**src/rtl/regfile_operand_pkg.sv**
```systemverilog
// rtl/regfile_operand_pkg.sv - shared sizes and PSR bit positions for the operand stage
//
// Purpose: default datapath/register-file sizes and the bit index of each
//          processor status flag inside the 5-bit PSR vector {C,L,F,Z,N}.
// Ports:   none (package).
package regfile_operand_pkg;

  localparam int DATA_W = 16;
  localparam int NREG   = 16;
  localparam int ADDR_W = $clog2(NREG);

  localparam int PSR_W  = 5;
  localparam int PSR_C  = 4;  // carry
  localparam int PSR_L  = 3;  // less-than, from comparator
  localparam int PSR_F  = 2;  // flag
  localparam int PSR_Z  = 1;  // zero, from comparator
  localparam int PSR_N  = 0;  // negative

endpackage

```
**src/rtl/regfile_core.sv**
```systemverilog
// rtl/regfile_core.sv - NREG x DATA_W register array, 2 async reads, 1 sync write
//
// Purpose: plain storage for the operand stage; R0 is an ordinary register.
// Ports:
//   clk, rst_n          clock, asynchronous active-low clear of every register
//   rdAddrA / rdDataA   read port A (combinational)
//   rdAddrB / rdDataB   read port B (combinational)
//   wrEn, wrAddr,
//   wrData              write port, captured on the rising edge
module regfile_core #(
  parameter int DATA_W = regfile_operand_pkg::DATA_W,
  parameter int NREG   = regfile_operand_pkg::NREG,
  localparam int ADDR_W = $clog2(NREG)
) (
  input  logic              clk,
  input  logic              rst_n,
  input  logic [ADDR_W-1:0] rdAddrA,
  output logic [DATA_W-1:0] rdDataA,
  input  logic [ADDR_W-1:0] rdAddrB,
  output logic [DATA_W-1:0] rdDataB,
  input  logic              wrEn,
  input  logic [ADDR_W-1:0] wrAddr,
  input  logic [DATA_W-1:0] wrData
);

  logic [DATA_W-1:0] regs [NREG];

  always_ff @(posedge clk or negedge rst_n) begin
    if (!rst_n) begin
      for (int i = 0; i < NREG; i++) begin
        regs[i] <= '0;
      end
    end else if (wrEn) begin
      regs[wrAddr] <= wrData;
    end
  end

  assign rdDataA = regs[rdAddrA];
  assign rdDataB = regs[rdAddrB];

endmodule

```
**src/rtl/regfile_operand.sv**
```systemverilog
// rtl/regfile_operand.sv - operand fetch stage: register file, write-back bypass, handshake, PSR
//
// Purpose: captures ALU operands from the register file (or the immediate) into an
//          output register guarded by a valid/ready handshake, and keeps the PSR.
// Ports:
//   clk, rst_n                     clock, asynchronous active-low reset
//   in_valid / in_ready            request handshake from decode
//   src_addr, dst_addr             operand A / operand B register indices
//   imm_sel, imm_in                select the immediate as operand A
//   op_a, op_b, op_dst, out_valid  registered operands toward the ALU
//   out_ready                      ALU consumes the operands
//   wr_en, wr_addr, wr_data        write-back port
//   flag_in, flag_we, psr          {C,L,F,Z,N} flags, per-bit write mask, status register
module regfile_operand #(
  parameter int DATA_W = regfile_operand_pkg::DATA_W,
  parameter int NREG   = regfile_operand_pkg::NREG,
  localparam int ADDR_W = $clog2(NREG)
) (
  input  logic                                clk,
  input  logic                                rst_n,
  input  logic                                in_valid,
  output logic                                in_ready,
  input  logic [ADDR_W-1:0]                   src_addr,
  input  logic [ADDR_W-1:0]                   dst_addr,
  input  logic                                imm_sel,
  input  logic [DATA_W-1:0]                   imm_in,
  output logic [DATA_W-1:0]                   op_a,
  output logic [DATA_W-1:0]                   op_b,
  output logic [ADDR_W-1:0]                   op_dst,
  output logic                                out_valid,
  input  logic                                out_ready,
  input  logic                                wr_en,
  input  logic [ADDR_W-1:0]                   wr_addr,
  input  logic [DATA_W-1:0]                   wr_data,
  input  logic [regfile_operand_pkg::PSR_W-1:0] flag_in,
  input  logic [regfile_operand_pkg::PSR_W-1:0] flag_we,
  output logic [regfile_operand_pkg::PSR_W-1:0] psr
);

  import regfile_operand_pkg::*;

  logic [DATA_W-1:0] regRdA;
  logic [DATA_W-1:0] regRdB;
  logic [DATA_W-1:0] nextA;
  logic [DATA_W-1:0] nextB;
  logic [PSR_W-1:0]  psrReg;

  regfile_core #(
    .DATA_W (DATA_W),
    .NREG   (NREG)
  ) uCore (
    .clk     (clk),
    .rst_n   (rst_n),
    .rdAddrA (src_addr),
    .rdDataA (regRdA),
    .rdAddrB (dst_addr),
    .rdDataB (regRdB),
    .wrEn    (wr_en),
    .wrAddr  (wr_addr),
    .wrData  (wr_data)
  );

  // A same-cycle write-back is not yet visible in the array, so forward it.
  // The immediate wins over forwarding for operand A.
  always_comb begin
    nextA = regRdA;
    nextB = regRdB;
    if (imm_sel) begin
      nextA = imm_in;
    end else if (wr_en && (wr_addr == src_addr)) begin
      nextA = wr_data;
    end
    if (wr_en && (wr_addr == dst_addr)) begin
      nextB = wr_data;
    end
  end

  assign in_ready = !out_valid || out_ready;

  // Output register only moves when the slot is free or being drained; during a
  // stall it holds, even if the held source register is rewritten.
  always_ff @(posedge clk or negedge rst_n) begin
    if (!rst_n) begin
      op_a      <= '0;
      op_b      <= '0;
      op_dst    <= '0;
      out_valid <= 1'b0;
    end else if (in_ready) begin
      if (in_valid) begin
        op_a      <= nextA;
        op_b      <= nextB;
        op_dst    <= dst_addr;
        out_valid <= 1'b1;
      end else begin
        out_valid <= 1'b0;
      end
    end
  end

  // Each flag updates on its own mask bit every cycle, regardless of the handshake.
  always_ff @(posedge clk or negedge rst_n) begin
    if (!rst_n) begin
      psrReg <= '0;
    end else begin
      if (flag_we[PSR_C]) psrReg[PSR_C] <= flag_in[PSR_C];
      if (flag_we[PSR_L]) psrReg[PSR_L] <= flag_in[PSR_L];
      if (flag_we[PSR_F]) psrReg[PSR_F] <= flag_in[PSR_F];
      if (flag_we[PSR_Z]) psrReg[PSR_Z] <= flag_in[PSR_Z];
      if (flag_we[PSR_N]) psrReg[PSR_N] <= flag_in[PSR_N];
    end
  end

  assign psr = psrReg;

endmodule

```
**config.mk**
```make
export PLATFORM = sky130hd
export DESIGN_NAME = regfile_operand
export DESIGN_NICKNAME = d
export VERILOG_FILES = /design/src/rtl/regfile_operand_pkg.sv /design/src/rtl/regfile_core.sv /design/src/rtl/regfile_operand.sv
export SDC_FILE = /design/constraint.sdc
export NUM_CORES = 1
export LEC_CHECK = 0
export ABC_AREA = 1
export BUFFER_PORTS_ARGS = -buffer_cell sky130_fd_sc_hd__buf_2
export CORE_UTILIZATION = 50
export CTS_CLUSTER_SIZE = 24
export DETAILED_ROUTE_END_ITERATION = 8
export PLACE_DENSITY = 0.68
export SLEW_MARGIN = 40
export SYNTH_ARGS = -nofsm -noshare
export SYNTH_HDL_FRONTEND = slang
export SYNTH_SLANG_ARGS = --single-unit
export TNS_END_PERCENT = 5
```
**constraint.sdc**
```tcl
create_clock -name clk -period 4.1 [get_ports clk]
set_input_delay 0.205 -clock clk [delete_from_list [all_inputs] [get_ports clk]]
set_output_delay 0.205 -clock clk [all_outputs]
set_load 0.02 [all_outputs]
```
# Word-level counts from Yosys, hierarchy flattened
# Index checks and enable logic that the tools add are counted.
[classes] order_cmp=4 eq_ne=2 mux=13 bitwise_logic=3 n_reduce_logical=6
[op_table] op="256-bit bitwise mux" n=1
[op_table] op="16-bit binary-select mux with 4-bit select" n=2
[op_table] op="16-bit 2-to-1 mux" n=8
[op_table] op="16-bit demux with 4-bit select" n=1
[op_table] op="5-bit greater-or-equal comparator (second input constant)" n=3
[op_table] op="4-bit NOT with 5-bit output" n=3
[op_table] op="4-bit == test" n=2
[op_table] op="5-bit by 1-bit less-than comparator with 1-bit output (second input constant)" n=1
[op_table] op="1-bit logical AND" n=3
[op_table] op="2-bit AND reduction" n=1
[op_table] op="1-bit zero test" n=1
[op_table] op="1-bit logical OR" n=1
[op_table] op="1-bit 2-to-1 mux" n=1
[word_totals] reg_bits=298 input_bits=60 out_inout_bits=43 word_cells=53

# Depth between registers and ports, before layout
[logic_depth] depth_word=6 depth_mapped=11 depth_no_buf=9

# Hierarchy
# A second synthesis with hierarchy kept.
[unflattened] cells_unflattened=2574 hier_area_um2=17265.3
[by_module_without_submodules] module="regfile_core" n_inst=1 cells_per_inst=2236 area_each_um2=14893.0 seq_area_each_um2=6406.1
[by_module_without_submodules] module="regfile_operand" n_inst=1 cells_per_inst=338 area_each_um2=2372.3 seq_area_each_um2=1051.0

# Worst setup path after synthesis
# No wires, ideal clock.
[synth_timing] kind="register to register" start="register out_valid" end="register op_b[0]" setup_time_ps=117 t_arrival_ps=1519 t_required_ps=3983 setup_slack_ps=2465 path_stages_with_launch=8 n_path_buf=2 synth_period_minus_slack_ps=1635 path_cell_list="dfrtp_1 -> nand2_1 -> nand2_1 -> clkbuf_1 -> clkbuf_1 -> nor2_1 -> nand2_1 -> nand2_1"
[synth_via] elab_chain_len=3
[synth_rtl] element="from (decl)" line_no="regfile_operand.sv:30" source="output logic out_valid,"
[synth_rtl] element="from (signal assigned)" line_no="regfile_operand.sv:87" source="out_valid <= 1'b0;"
[synth_rtl] element="from (signal assigned)" line_no="regfile_operand.sv:93" source="out_valid <= 1'b1;"
[synth_rtl] element="from (signal assigned)" line_no="regfile_operand.sv:95" source="out_valid <= 1'b0;"
[synth_rtl] element="1-bit zero test" line_no="regfile_operand.sv:78" source="assign in_ready = !out_valid || out_ready;"
[synth_rtl] element="1-bit logical OR" line_no="regfile_operand.sv:78"
[synth_rtl] element="via in_ready" line_no="regfile_operand.sv:22" source="output logic in_ready,"
[synth_rtl] element="2-bit AND reduction (no source line)"
[synth_rtl] element="to (signal assigned)" line_no="regfile_operand.sv:91" source="op_b <= nextB;"
[synth_rtl] element="to (decl)" line_no="regfile_operand.sv:28" source="output logic [DATA_W-1:0] op_b,"
# The timed path passes the listed nets, and every way through them passes these cells.
# A chain may end at the register's enable or synchronous reset.

# Worst setup path after layout
[layout_timing] start="input port dst_addr[0]" end="register op_b[12]"
[layout_via] elab_chain_len=5 elab_cells_between_ends=7 classes_between="eq/ne (1); mux (4); bitwise (1); reduce/logical (1)"
[layout_rtl] element="from (decl)" line_no="regfile_operand.sv:24" source="input logic [ADDR_W-1:0] dst_addr,"
[layout_rtl] element="4-bit NOT with 5-bit output (implied by the code)" line_no="regfile_core.sv:39" source="assign rdDataB = regs[rdAddrB];"
[layout_rtl] element="16-bit binary-select mux with 4-bit select" line_no="regfile_core.sv:39"
[layout_rtl] element="16-bit 2-to-1 mux (implied by the code) (2 in series)" line_no="regfile_core.sv:39"
[layout_rtl] element="16-bit 2-to-1 mux *" line_no="regfile_operand.sv:73" source="if (wr_en && (wr_addr == dst_addr)) begin"
# Every way passes the cells marked *; elsewhere a longest branch is shown, timed or not. The select of a mux whose other input is x is not followed.

==> results.txt <==
The synthesized-area fraction occupied by adder cells is 0%. The depth of the most critical reg-to-reg path is 5. The DRC violations left came out at 0. 103 I/O pins were placed.

The analysis attributes to cell leakage a power of 8.91 nW. The number of global-route vias before repair is 15.0k. TritonCTS built the clock tree. The met1 global-route usage is 49.5%.

The commonest cells after synthesis are nand2_1, o21ai_0, dfrtp_1, nand3_1, inv_1. On the worst path, the slowest cell contributes a delay of 650 ps. The final-layout fill cell count came out at 3143. In the global route stage, met2 resource usage came out at roughly half. Once the floorplan was initialized, standard cells occupied 50.6% of the core. The leftover overflow at the end of global routing came out at 0. The first global-routing pass estimated 88400 µm of wire.

Routability-driven placement finished with a final weighted congestion of 0.933. Global routing consumed, on the met3 layer, 8.54% of the routing resources. For this block, the via count after detailed routing is 16.5k.

The placeable core region came out at 32500 µm². Synthesis instantiated 20 different standard cells from the library. The pre-CTS setup slack came out at 1590 ps. At the pin with the least slew margin, the transition time is 923 ps.

The xor/xnor cell area share of the yosys netlist came out at less than 1%. The number of antenna violations at the first check in global routing came to 3. The total number of clock tree sinks is roughly 300. The upper clock frequency limit is 478 MHz. The simple-gate share of the synthesized area is 26.4%.

Along the worst hold path, the cell count comes to 4. Once routing completed, OpenROAD measured the worst setup slack at 2010 ps. The highest-utilization routing layer at the global route stage is met2. Counting the buffers created by CTS gives 34. The largest clock skew in the final design came out at 15.5 ps. The capture point of the worst reg-to-reg path is op_a[14]. Once the clock tree was built, the setup fixing pass inserted 0 buffers.

The tightest min-delay check is of the in2reg type. The final critical path takes up about half of the cycle. The flow ran to the end, but the final reports show violations. The floorplan step defined a die boundary enclosing 33600 µm². Setup repair after global routing left no endpoint under its margin.

The post-synthesis instance total is 2349. The number of vias per cell is 5.83. The largest fanout on the critical path came out at 74. The worst setup path is captured at a flop. The number of standard-cell rows in the floorplan came out at 66. By area the synthesized netlist is led by dfrtp_1, nand2_1, o21ai_0. In this run, post-CTS hold repair placed 16 buffers.

The checks that failed: hold timing. The floorplan step set the die width to 183 µm. The share of the synthesized area in the top cell type came out at 45.4%. The critical path is of the in2reg type. Of all cell types, the one taking the most synthesized area is dfrtp_1. The most common cell in the netlist is nand2_1. The most frequently used flop master after synthesis is dfrtp_1.

The total power draw is 8.88 mW. The worst setup slack for register-to-register paths is 2310 ps. The synthesized net count came out at 2409. The required time at the worst-slack endpoint came out at between 4000 and 5000 ps.

The total of warnings raised by yosys came out at 0. Global routing consumed, over all layers together, 34.5% of the routing resources. The hold slack is -1.76 ps. The worst-case headroom to the max-slew limit came out at 38.5%. The worst hold path endpoint is out_valid. Power spread over the standard cell area amounts to 482 nW/µm². The number of iterations in the first detailed-routing pass came out at 6.

The number of routed nets with antenna violations is 0. For this run, the register share of the synthesized area comes to 45.4%. The growth of design area from synthesis to finish came out at 12.1%. The initial detailed-routing violation count came out at 2053.

The cell that appears most often on the critical path is nor2_1. The vertical extent of the die came out at 183 µm. The H-tree depth is 2.

The signal arrival time at the worst endpoint came out at 2500 ps. The number of nets in the finished design is 2418. After legalization and detailed placement, the total HPWL measured between 30000 and 40000 µm. The fraction of the mapped netlist area in compound gates is 17.9%.

The number of port buffers came out at 102. The worst-case clock buffer depth is 3. The quantity of gates resized following cts came out at 0.

STA classifies the critical path startpoint as an input port. The critical path starts at dst_addr[0]. Cells with a size suffix above 1 make up under 10% of the layout. The count of state elements after synthesis came out at 298. The routed wirelength normalized by instance count came out at slightly above 20 µm. Walking the worst path, the cells encountered are buf_4, o22ai_1, nor2_1, nand4_1, buf_4, nor2_1, nor2_1, nand2_1, nand2_1. The detailed-route wire length came out at 57400 µm. The reported max-cap violation count is 0.

The clock-pin transition on the worst setup and hold timing paths came out at 60 ps. The synthesized netlist occupies a cell area of 16400 µm². The maximum resistive drop on vdd came out at 0.342 mV.

The synthesized area per cell is 6.99 µm². The minimum clock period after layout is about 2100 ps. The count of final max-slew check failures is 0.

The startpoint identified for the worst register-to-register timing path is out_valid. The clock network latency to the later pin of the worst-skew pair came out at 520 ps. By area, the combinational part of the netlist is dominated by simple AND/OR/NAND/NOR gates. The share of cell area taken by muxes after synthesis is 0.343%.

Setup violations remaining at the end of the flow were counted as 0. The count of flip-flops with a built-in enable after synthesis is 0. The maximum number of pins on one net before global-route repair came out at 180. The count of final hold-check violations came out at 1. The cell with the biggest individual delay on the critical path is nand4_1. The async set-reset flop share out of synthesis came out at 100%. The setup TNS after final layout is 0 ps. The utilization after layout came out at 56.8%. The startpoint identified for the worst hold timing path is out_ready. The tree is rooted in a clkbuf_16.
[registers in the layout (all words and copies together) (netlist names)]
name        cells
op_a           16
uCore.regs    256
op_dst          4
op_b           16
psr             5
out_valid       1
[worst max-delay path: cells and delay by family]
kind / cells / cell delay, ps
compound gates: 1 / 130
simple gates: 6 / 1060
buf+inv: 2 / 1070
[layout by cell type (no fill, tap or decap), types with 8 or more instances in the layout]
| cell | count |
|---|---|
| a21oi_1 | 161 |
| buf_2 | 99 |
| buf_4 | 32 |
| clkbuf_1 | 10 |
| clkbuf_16 | 35 |
| dfrtp_1 | 298 |
| dlygate4sd3_1 | 16 |
| inv_1 | 214 |
| inv_2 | 8 |
| nand2_1 | 592 |
| nand3_1 | 292 |
| nor2_1 | 153 |
| o21ai_0 | 401 |
| o21ai_1 | 22 |
[final cells by class]
class,count,area [µm²],area share (%)
clock inverter,6,83.8,0.455
clock buffer,50,982,5.33
multi-input combinational,1641,7400,40.2
sequential,298,7460,40.5
inverter,225,848,4.61
timing repair buffer,158,1080,5.88
tap,442,553,3.00
antenna,4,10.0,0.0543
[how the worst max path moves through the flow]
stage / endpoint / slack, ps / depth (start not counted)
after floorplan: op_b[0] / 2460 / 7
after global routing: op_b[12] / 1820 / 9
final: op_b[12] / 2010 / 9
after global placement: op_b[1] / 1640 / 9
after CTS: op_b[12] / 2110 / 9
after detailed placement: op_b[0] / 1590 / 9
[where the power goes]
group          switching (mW)  total [mW]  internal (mW)  leakage [nW]
registers               0.364        3.91           3.55          3.70
clock network            1.21        2.99           1.78         0.524
logic                    1.31        1.98          0.665          4.68
[routing by layer]
layer	vias to the layer above	part of all wire, %
met5	-	0.021
met4	2	3.3
met3	146	13
met2	1063	42
met1	7631	42
li1	7632	-
[per-stage QoR]
step / std cells / hold slack (ps) / cell area, µm²
2_1_floorplan: 2349 / -90.6 / 16400
6_report: 2824 / -1.76 / 18400
3_5_place_dp: 2745 / 290 / 17100
5_1_grt: 2820 / 10.1 / 18400
4_1_cts: 2817 / 2.82 / 18400
3_3_place_gp: 2744 / 286 / 17100
[cell families after synthesis]
family / after synthesis
AOI/OAI and AO/OA: 586
xor gates and xnor gates: 2
buffers and inverters: 410
DFF: 298
muxes: 5
and+or+nand+nor: 1048
Power figures use the tool's default switching activity.
